### src/rtl/fwd_hazard_ctrl_if.sv
// Bundles the EX/ID pipeline signals, the stall/bypass outputs and the stall
// statistics of the forwarding and hazard controller.
interface fwd_hazard_ctrl_if #(
  parameter int AW   = 5,
  parameter int NSTG = 3
);
  localparam int SW = $clog2(NSTG + 1);

  logic          ex_valid;
  logic          ex_regwrite;
  logic          ex_is_load;
  logic [AW-1:0] ex_rd;
  logic          id_valid;
  logic [AW-1:0] id_rs;
  logic [AW-1:0] id_rt;
  logic          flush;
  logic          stall;
  logic [SW-1:0] fwd_a;
  logic [SW-1:0] fwd_b;
  logic [3:0]    stall_run;
  logic [15:0]   stall_total;

  modport master (
    output ex_valid, ex_regwrite, ex_is_load, ex_rd, id_valid, id_rs, id_rt, flush,
    input  stall, fwd_a, fwd_b, stall_run, stall_total
  );

  modport slave (
    input  ex_valid, ex_regwrite, ex_is_load, ex_rd, id_valid, id_rs, id_rt, flush,
    output stall, fwd_a, fwd_b, stall_run, stall_total
  );
endinterface

### src/rtl/fwd_hazard_ctrl.sv
// Forwarding and load-use hazard controller for the EX stage: tracks in-flight
// destination registers, produces registered bypass selects and a load-use stall.
module fwd_hazard_ctrl #(
  parameter int AW       = 5,
  parameter int NSTG     = 3,
  parameter int LOAD_RDY = 2
) (
  input logic               clk,
  input logic               rst_n,
  fwd_hazard_ctrl_if.slave  bus
);
  localparam int SW = $clog2(NSTG + 1);

  localparam logic [0:0] StRun   = 1'b0;
  localparam logic [0:0] StStall = 1'b1;

  logic [NSTG-1:0]         v_q, v_d;
  logic [NSTG-1:0]         ld_q, ld_d;
  logic [NSTG-1:0][AW-1:0] rd_q, rd_d;
  logic [SW-1:0]           fwd_a_q, fwd_a_d;
  logic [SW-1:0]           fwd_b_q, fwd_b_d;
  logic [0:0]              state_q, state_d;
  logic [3:0]              stall_run_q, stall_run_d;
  logic [15:0]             stall_total_q, stall_total_d;

  logic                    ex_cand;
  logic [1:0][AW-1:0]      src;
  logic [1:0][SW-1:0]      sel;
  logic [1:0]              haz;
  logic                    stall;

  assign ex_cand = bus.ex_valid & bus.ex_regwrite & (bus.ex_rd != '0);
  assign src[0]  = bus.id_rs;
  assign src[1]  = bus.id_rt;

  // Scan oldest candidate first so the youngest match overwrites it.
  always_comb begin
    for (int s = 0; s < 2; s++) begin
      sel[s] = '0;
      haz[s] = 1'b0;
      for (int k = NSTG - 1; k >= 1; k--) begin
        if (v_q[k-1] && (rd_q[k-1] == src[s])) begin
          sel[s] = SW'(k + 1);
          haz[s] = ld_q[k-1] && ((k + 1) < LOAD_RDY);
        end
      end
      if (ex_cand && (bus.ex_rd == src[s])) begin
        sel[s] = SW'(1);
        haz[s] = bus.ex_is_load && (1 < LOAD_RDY);
      end
      if (src[s] == '0) begin
        sel[s] = '0;
        haz[s] = 1'b0;
      end
    end
  end

  // Gated by rst_n so no stall is visible while the block is held in reset.
  assign stall = rst_n & bus.id_valid & ~bus.flush & (|haz);

  always_comb begin
    v_d[0]  = ex_cand;
    ld_d[0] = bus.ex_is_load;
    rd_d[0] = bus.ex_rd;
    for (int k = 1; k < NSTG; k++) begin
      v_d[k]  = v_q[k-1] & ~bus.flush;
      ld_d[k] = ld_q[k-1];
      rd_d[k] = rd_q[k-1];
    end
  end

  always_comb begin
    if (bus.flush || stall || !bus.id_valid) begin
      fwd_a_d = '0;
      fwd_b_d = '0;
    end else begin
      fwd_a_d = sel[0];
      fwd_b_d = sel[1];
    end
  end

  always_comb begin
    state_d       = state_q;
    stall_run_d   = stall_run_q;
    stall_total_d = stall_total_q;
    case (state_q)
      StRun: begin
        if (stall) begin
          state_d     = StStall;
          stall_run_d = 4'd1;
        end else begin
          stall_run_d = 4'd0;
        end
      end
      StStall: begin
        if (stall) begin
          if (stall_run_q != 4'hF) stall_run_d = stall_run_q + 4'd1;
        end else begin
          state_d     = StRun;
          stall_run_d = 4'd0;
        end
      end
      default: begin
        state_d     = StRun;
        stall_run_d = 4'd0;
      end
    endcase
    if (stall && (stall_total_q != 16'hFFFF)) stall_total_d = stall_total_q + 16'd1;
  end

  always_ff @(posedge clk or negedge rst_n) begin
    if (!rst_n) begin
      v_q           <= '0;
      ld_q          <= '0;
      rd_q          <= '0;
      fwd_a_q       <= '0;
      fwd_b_q       <= '0;
      state_q       <= StRun;
      stall_run_q   <= '0;
      stall_total_q <= '0;
    end else begin
      v_q           <= v_d;
      ld_q          <= ld_d;
      rd_q          <= rd_d;
      fwd_a_q       <= fwd_a_d;
      fwd_b_q       <= fwd_b_d;
      state_q       <= state_d;
      stall_run_q   <= stall_run_d;
      stall_total_q <= stall_total_d;
    end
  end

  assign bus.stall       = stall;
  assign bus.fwd_a       = fwd_a_q;
  assign bus.fwd_b       = fwd_b_q;
  assign bus.stall_run   = stall_run_q;
  assign bus.stall_total = stall_total_q;
endmodule
### src/flat_wrapper.sv
// flat-port wrapper written by rule: the top's interface ports become plain ports
module fwd_hazard_ctrl_flat 
#(
  parameter int AW       = 5,
  parameter int NSTG     = 3,
  parameter int LOAD_RDY = 2
)
  (clk, rst_n, bus_ex_valid, bus_ex_regwrite, bus_ex_is_load, bus_ex_rd, bus_id_valid, bus_id_rs, bus_id_rt, bus_flush, bus_stall, bus_fwd_a, bus_fwd_b, bus_stall_run, bus_stall_total);
  fwd_hazard_ctrl_if #(.AW(AW), .NSTG(NSTG)) bus_i ();
  input logic clk;
  input logic rst_n;
  input wire logic [$bits(bus_i.ex_valid)-1:0] bus_ex_valid;
  input wire logic [$bits(bus_i.ex_regwrite)-1:0] bus_ex_regwrite;
  input wire logic [$bits(bus_i.ex_is_load)-1:0] bus_ex_is_load;
  input wire logic [$bits(bus_i.ex_rd)-1:0] bus_ex_rd;
  input wire logic [$bits(bus_i.id_valid)-1:0] bus_id_valid;
  input wire logic [$bits(bus_i.id_rs)-1:0] bus_id_rs;
  input wire logic [$bits(bus_i.id_rt)-1:0] bus_id_rt;
  input wire logic [$bits(bus_i.flush)-1:0] bus_flush;
  output wire logic [$bits(bus_i.stall)-1:0] bus_stall;
  output wire logic [$bits(bus_i.fwd_a)-1:0] bus_fwd_a;
  output wire logic [$bits(bus_i.fwd_b)-1:0] bus_fwd_b;
  output wire logic [$bits(bus_i.stall_run)-1:0] bus_stall_run;
  output wire logic [$bits(bus_i.stall_total)-1:0] bus_stall_total;
  assign bus_i.ex_valid = bus_ex_valid;
  assign bus_i.ex_regwrite = bus_ex_regwrite;
  assign bus_i.ex_is_load = bus_ex_is_load;
  assign bus_i.ex_rd = bus_ex_rd;
  assign bus_i.id_valid = bus_id_valid;
  assign bus_i.id_rs = bus_id_rs;
  assign bus_i.id_rt = bus_id_rt;
  assign bus_i.flush = bus_flush;
  assign bus_stall = bus_i.stall;
  assign bus_fwd_a = bus_i.fwd_a;
  assign bus_fwd_b = bus_i.fwd_b;
  assign bus_stall_run = bus_i.stall_run;
  assign bus_stall_total = bus_i.stall_total;
  fwd_hazard_ctrl #(.AW(AW), .NSTG(NSTG), .LOAD_RDY(LOAD_RDY)) u_core (.clk(clk), .rst_n(rst_n), .bus(bus_i));
endmodule
### config.mk
export PLATFORM = sky130hd
export DESIGN_NAME = fwd_hazard_ctrl_flat
export DESIGN_NICKNAME = d
export VERILOG_FILES = /design/src/rtl/fwd_hazard_ctrl_if.sv /design/src/rtl/fwd_hazard_ctrl.sv /design/src/flat_wrapper.sv
export SDC_FILE = /design/constraint.sdc
export NUM_CORES = 1
export LEC_CHECK = 0
export CORE_AREA = 2 2 72 60
export DETAILED_ROUTE_END_ITERATION = 8
export DIE_AREA = 0 0 74 62
export DONT_BUFFER_PORTS = 1
export GPL_TIMING_DRIVEN = 1
export SKIP_CTS_REPAIR_TIMING = 1
export SLEW_MARGIN = 40
export SYNTH_ARGS = -nofsm -noshare
export SYNTH_HDL_FRONTEND = slang
export SYNTH_SLANG_ARGS = --single-unit
### constraint.sdc
create_clock -name clk -period 2 [get_ports clk]
set_input_delay 0.4 -clock clk [delete_from_list [all_inputs] [get_ports clk]]
set_output_delay 0.4 -clock clk [all_outputs]
set_load 0.01 [all_outputs]
[Word-level counts from Yosys, hierarchy flattened]
Cells that the tools add are included.
Cells by class
  add/subtract/negate cells: 2
  equality and inequality tests: 9
  muxes and demuxes: 19
  bitwise gates (word level): 8
  reduce and logical (&&, ||, !) cells: 14
Operator list (count)
  $eq A5 B5 Y1: 6
  $mux W2: 10
  $add A16 B1 Y16 const B: 1
  $ne A16 B16 Y1 const B: 1
  $logic_not A5 Y1: 2
  $mux W4: 2
  $pmux W4 S2: 1
  $logic_and A1 B1 Y1: 7
  $and A1 B1 Y1: 6
  $mux W1: 6
  $reduce_bool A5 Y1: 1
  $add A4 B1 Y4 const B: 1
  $ne A4 B4 Y1 const B: 1
  $ne A3 B3 Y1 const B: 1
  $logic_or A1 B1 Y1: 2
  $not A1 Y1: 2
  $reduce_or A2 Y1: 1
  $logic_not A1 Y1: 1
Storage, ports and cells
  register bits after elaboration: 37
  output and inout bits: 25
  logic and storage cells: 60

[Depth between registers and ports, before layout]
Gate-level depths: netlist of the first run.
  depth after elaboration: 10
  depth in mapped cells: 7
  gate-level depth less buffers: 6

[Worst setup path after synthesis of the first run]
OpenSTA, ideal clock, no wires.
  path kind: input -> output
  start point: input port bus_ex_rd[1]
  end point: output port bus_stall
  arrival: 1.486 ns
  slack: 0.114 ns
  cell stages on the path: 5
  path buffers: 0
  cell sequence: or3_1 > o311a_4 > and4_4 > o21ai_4 > inv_1
Between the ends
  word-level cells in the longest chain between the ends: 7
  elaborated cells between the ends (all ways): 12
RTL lines
  start, declared: line flat_wrapper.sv:15  | input wire logic [$bits(bus_i.ex_rd)-1:0] bus_ex_rd;
  $reduce_bool A5 Y1 (*): line fwd_hazard_ctrl.sv:32  | assign ex_cand = bus.ex_valid & bus.ex_regwrite & (bus.ex_rd != '0);
  $and A1 B1 Y1 (*): line fwd_hazard_ctrl.sv:32
  via u_core.ex_cand: line fwd_hazard_ctrl.sv:26  | logic ex_cand;
  $logic_and A1 B1 Y1: line fwd_hazard_ctrl.sv:47  | if (ex_cand && (bus.ex_rd == src[s])) begin
  $mux W1: line fwd_hazard_ctrl.sv:47
  $mux W1: line fwd_hazard_ctrl.sv:51  | if (src[s] == '0) begin
  $reduce_or A2 Y1 (*): line fwd_hazard_ctrl.sv:59  | assign stall = rst_n & bus.id_valid & ~bus.flush & (|haz);
  $and A1 B1 Y1 (*): line fwd_hazard_ctrl.sv:59
  end, declared: line flat_wrapper.sv:20  | output wire logic [$bits(bus_i.stall)-1:0] bus_stall;
Mark *: on every way through the listed nets, which the timed path passes. The rest lies on a longest branch.

[Worst setup path after layout of the first run]
Same ends and word-level chain as after synthesis.

==> metrics, run 1 <==
required time worst endpoint 1.60 ns; hold slack final between 0.1 and 0.15 ns; Row Count 21; Most Crowded Layer GR met2; root buffer cell clkbuf_8; vias ~1400; ant diodes 0; buffers and inverters on the worst path 1; H-tree depth 2; # port buffers 0; beginning of the worst hold path bus_ex_rd[3]; startpoint types input pin; Num CTS Buffers 5; met2 usage 30.1%; worst reg2reg setup slack approximately 0.28 ns; clock-pin slew on the worst setup and hold paths roughly 0.070 ns; Sum Neg Setup Slack 0 ns; fin nets between 200 and 250; Worst R2R Start u_core.bus.stall_total[7]; Avg WL per Cell about 16 um; worst slew pin tran around 0.43 ns; area added between synthesis and finish 18.1%; Mean Syn Cell Area 11.0 um^2; Post-Syn Nets 196; met1 Usage GRT roughly a quarter; Placed Area ~2100 um^2; TritonCTS clock tree yes; width of the die about 74 um; VDD IR max 293 uV; Critical-path top delay cell or3_1; starting density of the core 47.6%; largest fanout on the critical path 4; R2R cell count 7; pwr/cell area roughly 630 nW/um^2; Tot GR Track Use between 10% and 20%; sequential area share after synthesis between 40% and 50%; Max Fclk 0.525 GHz; WL final 4090 um; leakage around 0.0010 uW; total grt overflow 0; Yosys reg bits 37; vias in the first global route 1348; die height about 62 um; status completed; critical path type input pin to output pin; GPL Wtd Cong roughly 0.77; setup violation total in the final timing report 0; Critical Path Sink Type output pin; die footprint roughly 4600 um^2; count of pins over their slew limit 0; met3 GRT Util a little over 7%; CP arrival approximately 1.5 ns; max_slew headroom a little under three quarters; largest net degree at the start of global routing 39; clock skew roughly 0.0043 ns; ANT nets after route 0; worst skew pair latency 0.29 ns; initial antenna violation count 0; min cycle time layout 1.91 ns; share of cells above drive strength 1 about 20%; CP max stage delay roughly 0.4 ns; IO Count between 40 and 50; Distinct cells, synth 31; Syn. warnings 0; CTS sink count 37; post-route cell area around 2200 um^2; post-DP HPWL about 3100 um; DR vias/cell between 5 and 6; Pwr Total 1410 uW; RR Endpoint u_core.bus.stall_total[5]; worst min path class input pin to flop; # DRC 0; CORE AREA between 3000 and 4000 um^2; first-pass GRT wire length roughly 6500 um; worst hold stages 0; final hold violations 0; Hold Crit Endpoint u_core.rd_d[8]; CP delay by family, top simple AND/OR/NAND/NOR gates; Final Cycle Share around 95%; CTS Buffer Depth 2; # Max-Cap Violations 0; critical-path cell list or3_1 -> o311a_4 -> and4_4 -> o21ai_4 -> inv_1; number of detailed-route iterations in the first pass 4; Syn Inst Count 172; RSZ-0062 raised after global routing false; DR iter-0 viols between 70 and 80; Cell Area, Synth 1890 um^2
through the flow:
step                      worst slack [ns]  cells  utilization [%]
after global placement               0.105    250             53.3
after floorplan                      0.114    172                -
after global routing                0.0639    259             56.2
final                               0.0938    259             56.2
after detailed placement            0.0477    250             53.3
after CTS                           0.0862    257             55.4
cells in the mapped netlist:
master,number,area (um^2)
o311a_4,1,21.3
nand4_1,2,12.5
o211ai_1,3,22.5
and3_1,4,25.0
or3_1,2,12.5
inv_1,2,7.51
xnor2_1,12,105
nand3_1,14,70.1
or2_2,1,6.26
nor3_1,5,25.0
buf_6,1,11.3
o21ai_4,1,16.3
o21ai_0,1,5.00
mux2_2,1,11.3
xor2_1,34,298
o211ai_2,1,12.5
nor2_1,14,52.6
or4_1,2,15.0
mux2i_1,1,10.0
dfrtp_1,37,926
nor4_1,4,25.0
a31oi_1,3,18.8
nor3b_1,1,7.51
nand2_1,10,37.5
a21oi_1,3,15.0
and4_1,1,8.76
ha_1,2,25.0
nor2b_1,3,18.8
and4_4,1,11.3
nor3_2,3,30.0
nor3b_2,2,25.0
area by class of cell:
| class | count | area, um^2 |
|---|---|---|
| clock buffers | 7 | 86.3 |
| well taps | 57 | 71.3 |
| repair buffers | 24 | 195 |
| inverters | 2 | 7.51 |
| multi-input cells | 132 | 943 |
| fillers | 340 | 1740 |
| flip-flops and latches | 37 | 926 |
report_power, final:
| part | leakage (uW) | internal [uW] | switching, uW | total, uW |
|---|---|---|---|---|
| clock network | 0.0000443 | 274 | 260 | 533 |
| logic | 0.000501 | 52.0 | 50.9 | 103 |
| registers | 0.000492 | 762 | 13.5 | 776 |
| total | 0.00104 | 1090 | 324 | 1410 |
state kept, by name (all words and copies together), names as in the netlist:
name                    cells
u_core.bus.stall_total     16
u_core.bus.stall_run        4
u_core.rd_d                10
u_core.v_q                  2
u_core.state_q              1
u_core.bus.fwd_a            2
u_core.bus.fwd_b            2
layer usage:
layer	share of wire, %	wire length [um]	vias up
met5	0	0	-
met1	43	1770	677
met4	1.7	70	0
met3	7.5	305	7
li1	-	-	655
met2	47	1940	41
worst max-delay path by stage:
stage,end,slack (ns),cells after the start,start
CTS,bus_stall,0.09,5,bus_ex_rd[1]
global route,bus_stall,0.06,5,bus_ex_rd[1]
global placement,u_core.bus.stall_total[5],0.11,7,bus_ex_rd[1]
detailed placement,u_core.bus.stall_total[5],0.05,7,bus_ex_rd[1]
finish,bus_stall,0.09,5,bus_ex_rd[1]
floorplan,bus_stall,0.11,5,bus_ex_rd[1]
cell usage in the layout, fill, tap and decap left out, types with 4 or more instances in the layout:
cell / instances
nand2_1: 10
clkbuf_8: 6
buf_4: 22
dfrtp_1: 37
nand3_1: 14
and3_1: 4
nor3_1: 5
xor2_1: 34
xnor2_1: 12
nor4_1: 4
nor2_1: 14
kinds of logic after synthesis:
logic type	synth area share, %
AOI/OAI and AO/OA	5.90
xor gates and xnor gates	21.3
adders and majority gates	1.33
buffers and inverters	0.994
DFF	49.0
muxes	1.13
and+or+nand+nor	20.3
Power figures use the tool's default switching activity.
==> inputs of run 2 (changes only) <==
--- a/config.mk
+++ b/config.mk
@@ -9,7 +9,9 @@
 export DETAILED_ROUTE_END_ITERATION = 8
 export DIE_AREA = 0 0 74 62
 export DONT_BUFFER_PORTS = 1
+export GPL_ROUTABILITY_DRIVEN = 0
 export GPL_TIMING_DRIVEN = 1
+export REMOVE_ABC_BUFFERS = 1
 export SKIP_CTS_REPAIR_TIMING = 1
 export SLEW_MARGIN = 40
 export SYNTH_ARGS = -nofsm -noshare
==> run 2 against run 1 <==
Register-to-register slack worse by 0.02 ns. Count of clock-buffer cells in the layout unchanged. Sequential power about the same. Clock skew about the same. Combinational power about the same.
==> metrics, run 2 (synthesized netlist as in run 1, its figures left out) <==
status completed; CP max stage delay between 0.3 and 0.4 ns; required time worst endpoint 1.60 ns; ant diodes 0; Row Count 21; # port buffers 0; largest fanout on the critical path 4; RR Endpoint u_core.bus.stall_total[8]; share of cells above drive strength 1 approximately a fifth; final hold violations 0; worst min path class input pin to flop; Avg WL per Cell ~15 um; die footprint between 4000 and 5000 um^2; startpoint types input pin; most common cell after layout, fill and taps aside dfrtp_1; worst hold stages 0; CTS sink count 37; area added between synthesis and finish 17.7%; max_slew headroom 72.4%; Sum Neg Setup Slack 0 ns; number of detailed-route iterations in the first pass 4; Tot GR Track Use a little under a fifth; Critical Path Sink Type output pin; count of pins over their slew limit 0; TritonCTS clock tree yes; pwr/cell area 630 nW/um^2; width of the die between 70 and 80 um; VDD IR max between 200 and 300 uV; RSZ-0062 raised after global routing false; total grt overflow 0; Largest register FFs 16; commonest cells after routing, fill and taps aside dfrtp_1, xor2_1, buf_4; R2R cell count 7; Final Util between 50% and 60%; clock-pin slew on the worst setup and hold paths 0.07 ns; critical-path cell list or3_1 -> o311a_4 -> and4_4 -> o21ai_4 -> inv_1; # Max-Cap Violations 0; starting density of the core between 40% and 50%; beginning of the worst hold path bus_ex_rd[1]; WL final between 3000 and 4000 um; Placed Area approximately 2100 um^2; IO Count 47; critical path type input pin to output pin; Hold Crit Endpoint u_core.rd_d[6]; CTS Buffer Depth 2; post-DP HPWL a little under 3000 um; Max Fclk about 0.53 GHz; Critical-path top delay cell or3_1; clock skew 0.00402 ns; largest net degree at the start of global routing 39; leakage slightly above 0.001 uW; # DRC 0; initial antenna violation count 0; setup violation total in the final timing report 0; Num CTS Buffers 5; die height between 60 and 70 um; DR vias/cell 5.31; first-pass GRT wire length between 6000 and 7000 um; Worst R2R Start u_core.bus.stall_total[6]; worst reg2reg setup slack roughly 0.26 ns; CORE AREA 3970 um^2; vias ~1400; CP arrival around 1.5 ns; min cycle time layout roughly 1.9 ns; vias in the first global route about 1400; H-tree depth 2; fin nets about 230; ANT nets after route 0; worst skew pair latency 0.28 ns; post-route cell area 2220 um^2; DR iter-0 viols 47; root buffer cell clkbuf_8; Final Cycle Share approximately 94%; worst slew pin tran 0.411 ns
run 2: through the flow:
| step | setup WS (ns) | hold WS (ns) | power, uW | cells |
|---|---|---|---|---|
| 6_report | 0.126 | 0.134 | 1400 | 258 |
| 3_5_place_dp | 0.0665 | 0.105 | 872 | 249 |
| 5_1_grt | 0.0888 | 0.117 | 1460 | 258 |
| 2_1_floorplan | 0.0289 | 0.104 | 854 | 171 |
| 3_3_place_gp | 0.0881 | 0.105 | 871 | 249 |
| 4_1_cts | 0.114 | -0.206 | 1390 | 256 |
run 2: per-layer routing:
| metal | up-vias | track usage (%) | part of all wire [%] |
|---|---|---|---|
| li1 | 655 | - | - |
| met1 | 679 | 22.3 | 43 |
| met2 | 28 | 31.4 | 50 |
| met3 | 7 | 5.32 | 5.3 |
| met4 | 0 | 7.01 | 1.2 |
| met5 | - | 0 | 0 |
run 2: worst max-delay path: cells and delay by family:
kind                   cells  cell delay, ns
buffers and inverters      1            0.11
AO/OA/AOI/OAI              2            0.39
AND/OR/NAND/NOR            2            0.57
run 2: worst max-delay path by stage:
stage | from | to | slack, ns
5_1_grt | bus_ex_rd[1] | bus_stall | 0.09
3_3_place_gp | bus_ex_rd[1] | u_core.bus.stall_total[5] | 0.09
4_1_cts | bus_ex_rd[1] | bus_stall | 0.11
3_5_place_dp | bus_ex_rd[1] | u_core.bus.stall_total[8] | 0.07
6_report | bus_ex_rd[1] | bus_stall | 0.13
2_1_floorplan | bus_ex_rd[1] | u_core.bus.stall_total[1] | 0.03
run 2: area by class of cell:
class	count	area [um^2]
well taps	57	71.3
fillers	357	1750
inverters	2	7.51
multi-input cells	132	943
clock buffers	7	86.3
repair buffers	23	188
flip-flops and latches	37	926
run 2: report_power, final:
group | switching, uW | total, uW | internal, uW
Clock | 247 | 521 | 273
Combinational | 50.9 | 103 | 52.0
Sequential | 13.2 | 776 | 762
==> patch 1 (config.mk and constraints of run 1) <==
Make the reset (`rst_n`) synchronous in one clocked block.
--- a/src/rtl/fwd_hazard_ctrl.sv
+++ b/src/rtl/fwd_hazard_ctrl.sv
@@ -108,7 +108,7 @@
     if (stall && (stall_total_q != 16'hFFFF)) stall_total_d = stall_total_q + 16'd1;
   end
 
-  always_ff @(posedge clk or negedge rst_n) begin
+  always_ff @(posedge clk) begin
     if (!rst_n) begin
       v_q           <= '0;
       ld_q          <= '0;
Check against the original RTL: differs if rst_n is asserted again (counterexample within 4 cycles, from zero or initial values and one cycle with rst_n low); with rst_n held inactive, the same outputs for 10 cycles.
==> patch 1 against run 1 <==
  * Cell area down 1.6%
  * Synthesized area up 2.8%
  * Via count rose by 21%
  * Power fell by 4.5%
  * Synthesized cell count increased by 22%
  * Worst hold slack better by 0.050 ns
  * Routed wire length is 14% higher
  * Sequential cell count did not move
  * Worst setup slack improved by 0.0081 ns
==> patch 1: results (changes against run 1) <==
[worst_setup_path]
worst-setup-path-type = flip-flop to flip-flop
crit_slowest_cell = or4_1
cp_max_fo = 15  ; +11
worstRegToRegCells = 6  ; -1
startpoint = u_core.bus.stall_total[4]
r2r_setup_slack_ns = 0.10  ; -0.18 ns
max_stage_delay_ns = 0.49  ; +0.10 ns
r2r-end = u_core.bus.stall_total[3]

[routing]
first_iter_violations = 180  ; +150%
routedWlPerCell_um = 16.28  ; +3.1%
wl_met2_mm = 2.218  ; +14%
met3_length_um = 246  ; -19%
dr.pass1.iters = 4  ; unchanged
via_count = 1667  ; +21%
routed_wl_mm = 4.673  ; +14%
met1_length_mm = 2.180  ; +23%

[synthesis]
syn_nets = 234  ; +19%
ys_types = 38  ; +23%
yosysSeqAreaShare_pct = 38.17  ; -11 points
yosys-top-cells-count = dfxtp_1, xor2_1, a21oi_1
synth_area_leaders = dfxtp_1, xor2_1, or4_1
avgSynthCellArea_um2 = 9.241  ; -16%
async_reset_ff_share_pct = 0  ; -100 points

[timing]
final.min_clock_period_ns = 1.898  ; -0.008101 ns
max-slew-margin-rel_pct = 71.95  ; +1.1 points
worst_clock_skew_ns = 0.007969  ; +0.003698 ns

[place]
io_buffers = 0  ; unchanged
dp.final_hpwl_mm = 3.401  ; +8.4%
place_ws_ns = 0.003973  ; -0.04375 ns
dp.cells = 275  ; +10%
gp_congestion = 0.8699  ; +12%

[global_routing]
grt_pass1_wl_mm = 7.127  ; +10%
use_met1_pct = 28.91  ; +4.4 points
gr-usage-met2_pct = 31.25  ; +1.1 points
use_met3_pct = 5.323  ; -1.8 points
grt_max_degree = 30  ; -23%
grt.total_usage_pct = 20.44  ; +1.0 points
grt_pass1_vias = 1497  ; +11%
antenna_found_initial = 0  ; unchanged

[hold_path]
min_to = u_core.v_q[1]
hold_start = bus_flush
hp-class = input pin to flip-flop
holdPathStages = 1  ; +1

[final_layout]
nFillCells = 352  ; +3.5%
nNetsFinal = 253  ; +12%
drive_gt1_share_pct = 16.09  ; -3.7 points

[cts]
clk_latency_ns = 0.28
cts.path.max_buffers = 2  ; unchanged

[flow_run]
max_cap_viol_count = 0  ; unchanged

[power_and_ir_drop]
peakVddDrop_v = 0.0003776  ; +29%
p_leak_nw = 0.7943  ; -23%

[status]
outcome = finished, final reports clean

[patch 1: cell types whose count changed after synthesis, sizes merged, moves of 5 or more]
| cell | before | now |
|---|---|---|
| a21oi | 3 | 19 |
| dfxtp | 0 | 37 |
| nor2 | 14 | 7 |
| or4 | 2 | 15 |
| o31ai | 0 | 13 |
| xor2 | 34 | 22 |
| buf | 1 | 6 |
| dfrtp | 37 | 0 |
| and2 | 0 | 11 |
[patch 1: worst register-to-register path: stages, from the launching register on]
cell      delay, ns
dfxtp_1        0.31
and3_1         0.22
and4_4         0.23
and3_1         0.21
nand2b_4       0.21
or4_1          0.49
a21oi_1        0.16
[patch 1: power by group]
part           total, mW  internal (mW)  switching, mW  leakage (nW)
Sequential         0.758          0.747         0.0105         0.300
Clock              0.491          0.241          0.249        0.0450
Combinational     0.0995         0.0493         0.0503         0.449
[patch 1: stage by stage]
| stage | instance area [um^2] | power [mW] | hold WS, ns |
|---|---|---|---|
| after CTS | 2152 | 1.360 | 0.1805 |
| final | 2193 | 1.348 | 0.1812 |
| after detailed placement | 2069 | 0.8701 | 0.4803 |
| after global placement | 2069 | 0.8695 | 0.4789 |
| after global routing | 2193 | 1.416 | 0.1717 |
| after floorplan | 1941 | 0.8534 | 0.4454 |
[patch 1: area by class of cell]
cell class                 count  share of cell area [%]
tap                           57                   3.252
sequential                    37                   33.77
multi-input combinational    164                   52.54
timing repair buffer          18                   6.161
clock buffer                   6                   3.309
inverter                       3                  0.5134
clock inverter                 2                  0.4564
[patch 1: kinds of logic (layout without fill, tap and decap cells)]
group,count (synthesis),count (layout),synth area share [%]
mux,2,2,1.096
flops,37,37,38.17
buf+inv,11,29,3.804
xor+xnor,31,31,13.99
fa+ha+maj,2,2,1.289
compound gates,39,40,13.15
simple gates,88,89,28.50
==> patch 2 (settings of run 1) <==
Made on the original files. `AW` is set to 5 in 3 places; all go to 3.
--- a/src/rtl/fwd_hazard_ctrl_if.sv
+++ b/src/rtl/fwd_hazard_ctrl_if.sv
@@ -1,7 +1,7 @@
 // Bundles the EX/ID pipeline signals, the stall/bypass outputs and the stall
 // statistics of the forwarding and hazard controller.
 interface fwd_hazard_ctrl_if #(
-  parameter int AW   = 5,
+  parameter int AW   = 3,
   parameter int NSTG = 3
 );
   localparam int SW = $clog2(NSTG + 1);
--- a/src/rtl/fwd_hazard_ctrl.sv
+++ b/src/rtl/fwd_hazard_ctrl.sv
@@ -1,7 +1,7 @@
 // Forwarding and load-use hazard controller for the EX stage: tracks in-flight
 // destination registers, produces registered bypass selects and a load-use stall.
 module fwd_hazard_ctrl #(
-  parameter int AW       = 5,
+  parameter int AW       = 3,
   parameter int NSTG     = 3,
   parameter int LOAD_RDY = 2
 ) (
--- a/src/flat_wrapper.sv
+++ b/src/flat_wrapper.sv
@@ -1,7 +1,7 @@
 // flat-port wrapper written by rule: the top's interface ports become plain ports
 module fwd_hazard_ctrl_flat 
 #(
-  parameter int AW       = 5,
+  parameter int AW       = 3,
   parameter int NSTG     = 3,
   parameter int LOAD_RDY = 2
 )
Ports: changed (resized bus_ex_rd, bus_id_rs and bus_id_rt); port bits go from 47 to 41. No check against the original RTL was run, so the function may have changed too.
==> patch 2 against run 1 <==
  * Cell count is 14% lower
  * Routed wire length is 14% lower
  * Worst setup slack better by 0.086 ns
  * Largest power group unchanged
  * Sequential cell count is 4 lower
  * Clock skew hardly changed
  * Power is 11% lower
  * Cell area is 14% lower
  * Synthesized area is 11% lower
==> patch 2: results (changes against run 1) <==
[routing]
routedWlPerCell_um = 15.85  ; +0.41%
drtAntennaViolNets = 0  ; unchanged
first_iter_violations = 32  ; -56%
drc = 0  ; unchanged
dr.pass1.iters = 4  ; unchanged
vias_per_cell = 5.296  ; -0.60%

[worst_setup_path]
crit_arrival_ns = 1.98  ; +0.47 ns
cp_max_fo = 5  ; +1
max_stage_delay_ns = 0.48  ; +0.09 ns
crit_slowest_cell = dfrtp_1
cpLargestDelayFamily = simple AND/OR/NAND/NOR gates

[global_routing]
grt_pass1_vias = 1132  ; -16%
grt_max_degree = 35  ; -10%
antenna_found_initial = 0  ; unchanged
grt.total_usage_pct = 16.15  ; -3.3 points
grt_pass1_wl_mm = 5.340  ; -17%

[synthesis]
synth_area_leaders = dfrtp_1, xnor2_1, xor2_1
ys.flop_type = dfrtp_1
yosysSeqAreaShare_pct = 49.18  ; +0.14 points
yosys-top-cells-count = dfrtp_1, xnor2_1, nand3_1
syn_nets = 168  ; -14%
ys_types = 34  ; +9.7%
syn_inst = 150  ; -13%
async_reset_ff_share_pct = 100.0  ; unchanged
ys.warnings.count = 0  ; unchanged

[timing]
worst_clock_skew_ns = 0.004404  ; +0.0001325 ns
max-slew-margin-rel_pct = 76.09  ; +5.2 points
hold_viol = 0  ; unchanged

[power_and_ir_drop]
p_leak_nw = 0.8121  ; -22%
peakVddDrop_v = 0.0003878  ; +32%
p_int_mw = 0.9691  ; -11%

[cts]
cts-htree-levels = 2  ; unchanged
clkTransAtPathRegs_ns = 0.07  ; about the same
numCtsBuffers = 5  ; unchanged
cts.path.max_buffers = 2  ; unchanged
clk_latency_ns = 0.28
clk_root_buffer_cell = clkbuf_8

[final_layout]
final_util_pct = 48.16  ; -8.0 points
drive_gt1_share_pct = 17.47  ; -2.3 points
nFillCells = 366  ; +7.6%
final_cell_count_no_fill = 223  ; -14%
n_antenna_cell = 0  ; unchanged
nNetsFinal = 183  ; -19%
largest_reg_flops = 16  ; unchanged

[status]
outcome = finished, final reports clean

[place]
io_buffers = 0  ; unchanged
place_area_mm2 = 0.001792  ; -15%
dp.cells = 213  ; -15%
gp_congestion = 0.8363  ; +8.0%
place_ws_ns = 0.1924  ; +0.1446 ns
dp.final_hpwl_mm = 2.630  ; -16%

[hold_path]
hp-class = input pin to flip-flop

[patch 2: cells by family (layout without fill, tap and decap cells)]
kind of cell	after synthesis	after routing	share of synthesized area, %
compound gates	7	7	4.321
mux	3	3	1.937
fa+ha+maj	2	2	1.490
flops	33	33	49.18
xor+xnor	33	33	17.21
simple gates	70	70	24.81
buf+inv	2	18	1.043
[patch 2: metal layers]
metal  track usage (%)  up-vias  wire length [um]
met3             6.129        6               257
met2             22.96       34              1595
met4             8.052        0                51
met5                 0        -                 0
met1             21.71      576              1631
li1                  -      565                 -
[patch 2: power by group through the flow]
stage               Sequential, mW  Combinational [mW]  Clock [mW]
floorplan                    0.708              0.0601           0
global placement             0.707              0.0760           0
detailed placement           0.708              0.0793           0
CTS                          0.696              0.0798       0.485
global route                 0.697               0.108       0.514
finish                       0.696              0.0976       0.470
[patch 2: path summary, 6_finish.rpt]
| kind | startpoint | end | slack (ns) | cells past startpoint |
|---|---|---|---|---|
| max | u_core.bus.stall_total[5] | u_core.bus.stall_total[15] | 0.18 | 5 |
| min | bus_ex_rd[0] | u_core.rd_d[3] | 0.15 | 0 |
| max reg2reg | u_core.bus.stall_total[5] | u_core.bus.stall_total[15] | 0.18 | 5 |
| min reg2reg | u_core.state_q | u_core.bus.stall_run[0] | 0.43 | 1 |
| max in group asynchronous | rst_n | u_core.v_q[0] | 1.27 | 2 |
| min in group asynchronous | rst_n | u_core.bus.stall_run[0] | 0.55 | 2 |
[patch 2: cell type report]
cell class,instances,share of cell area (%)
multi-input cells,115,44.07
flip-flops and latches,33,43.22
repair buffers,9,4.322
clock buffers,6,3.798
well taps,57,3.733
clock inverters,2,0.5239
inverters,1,0.3274
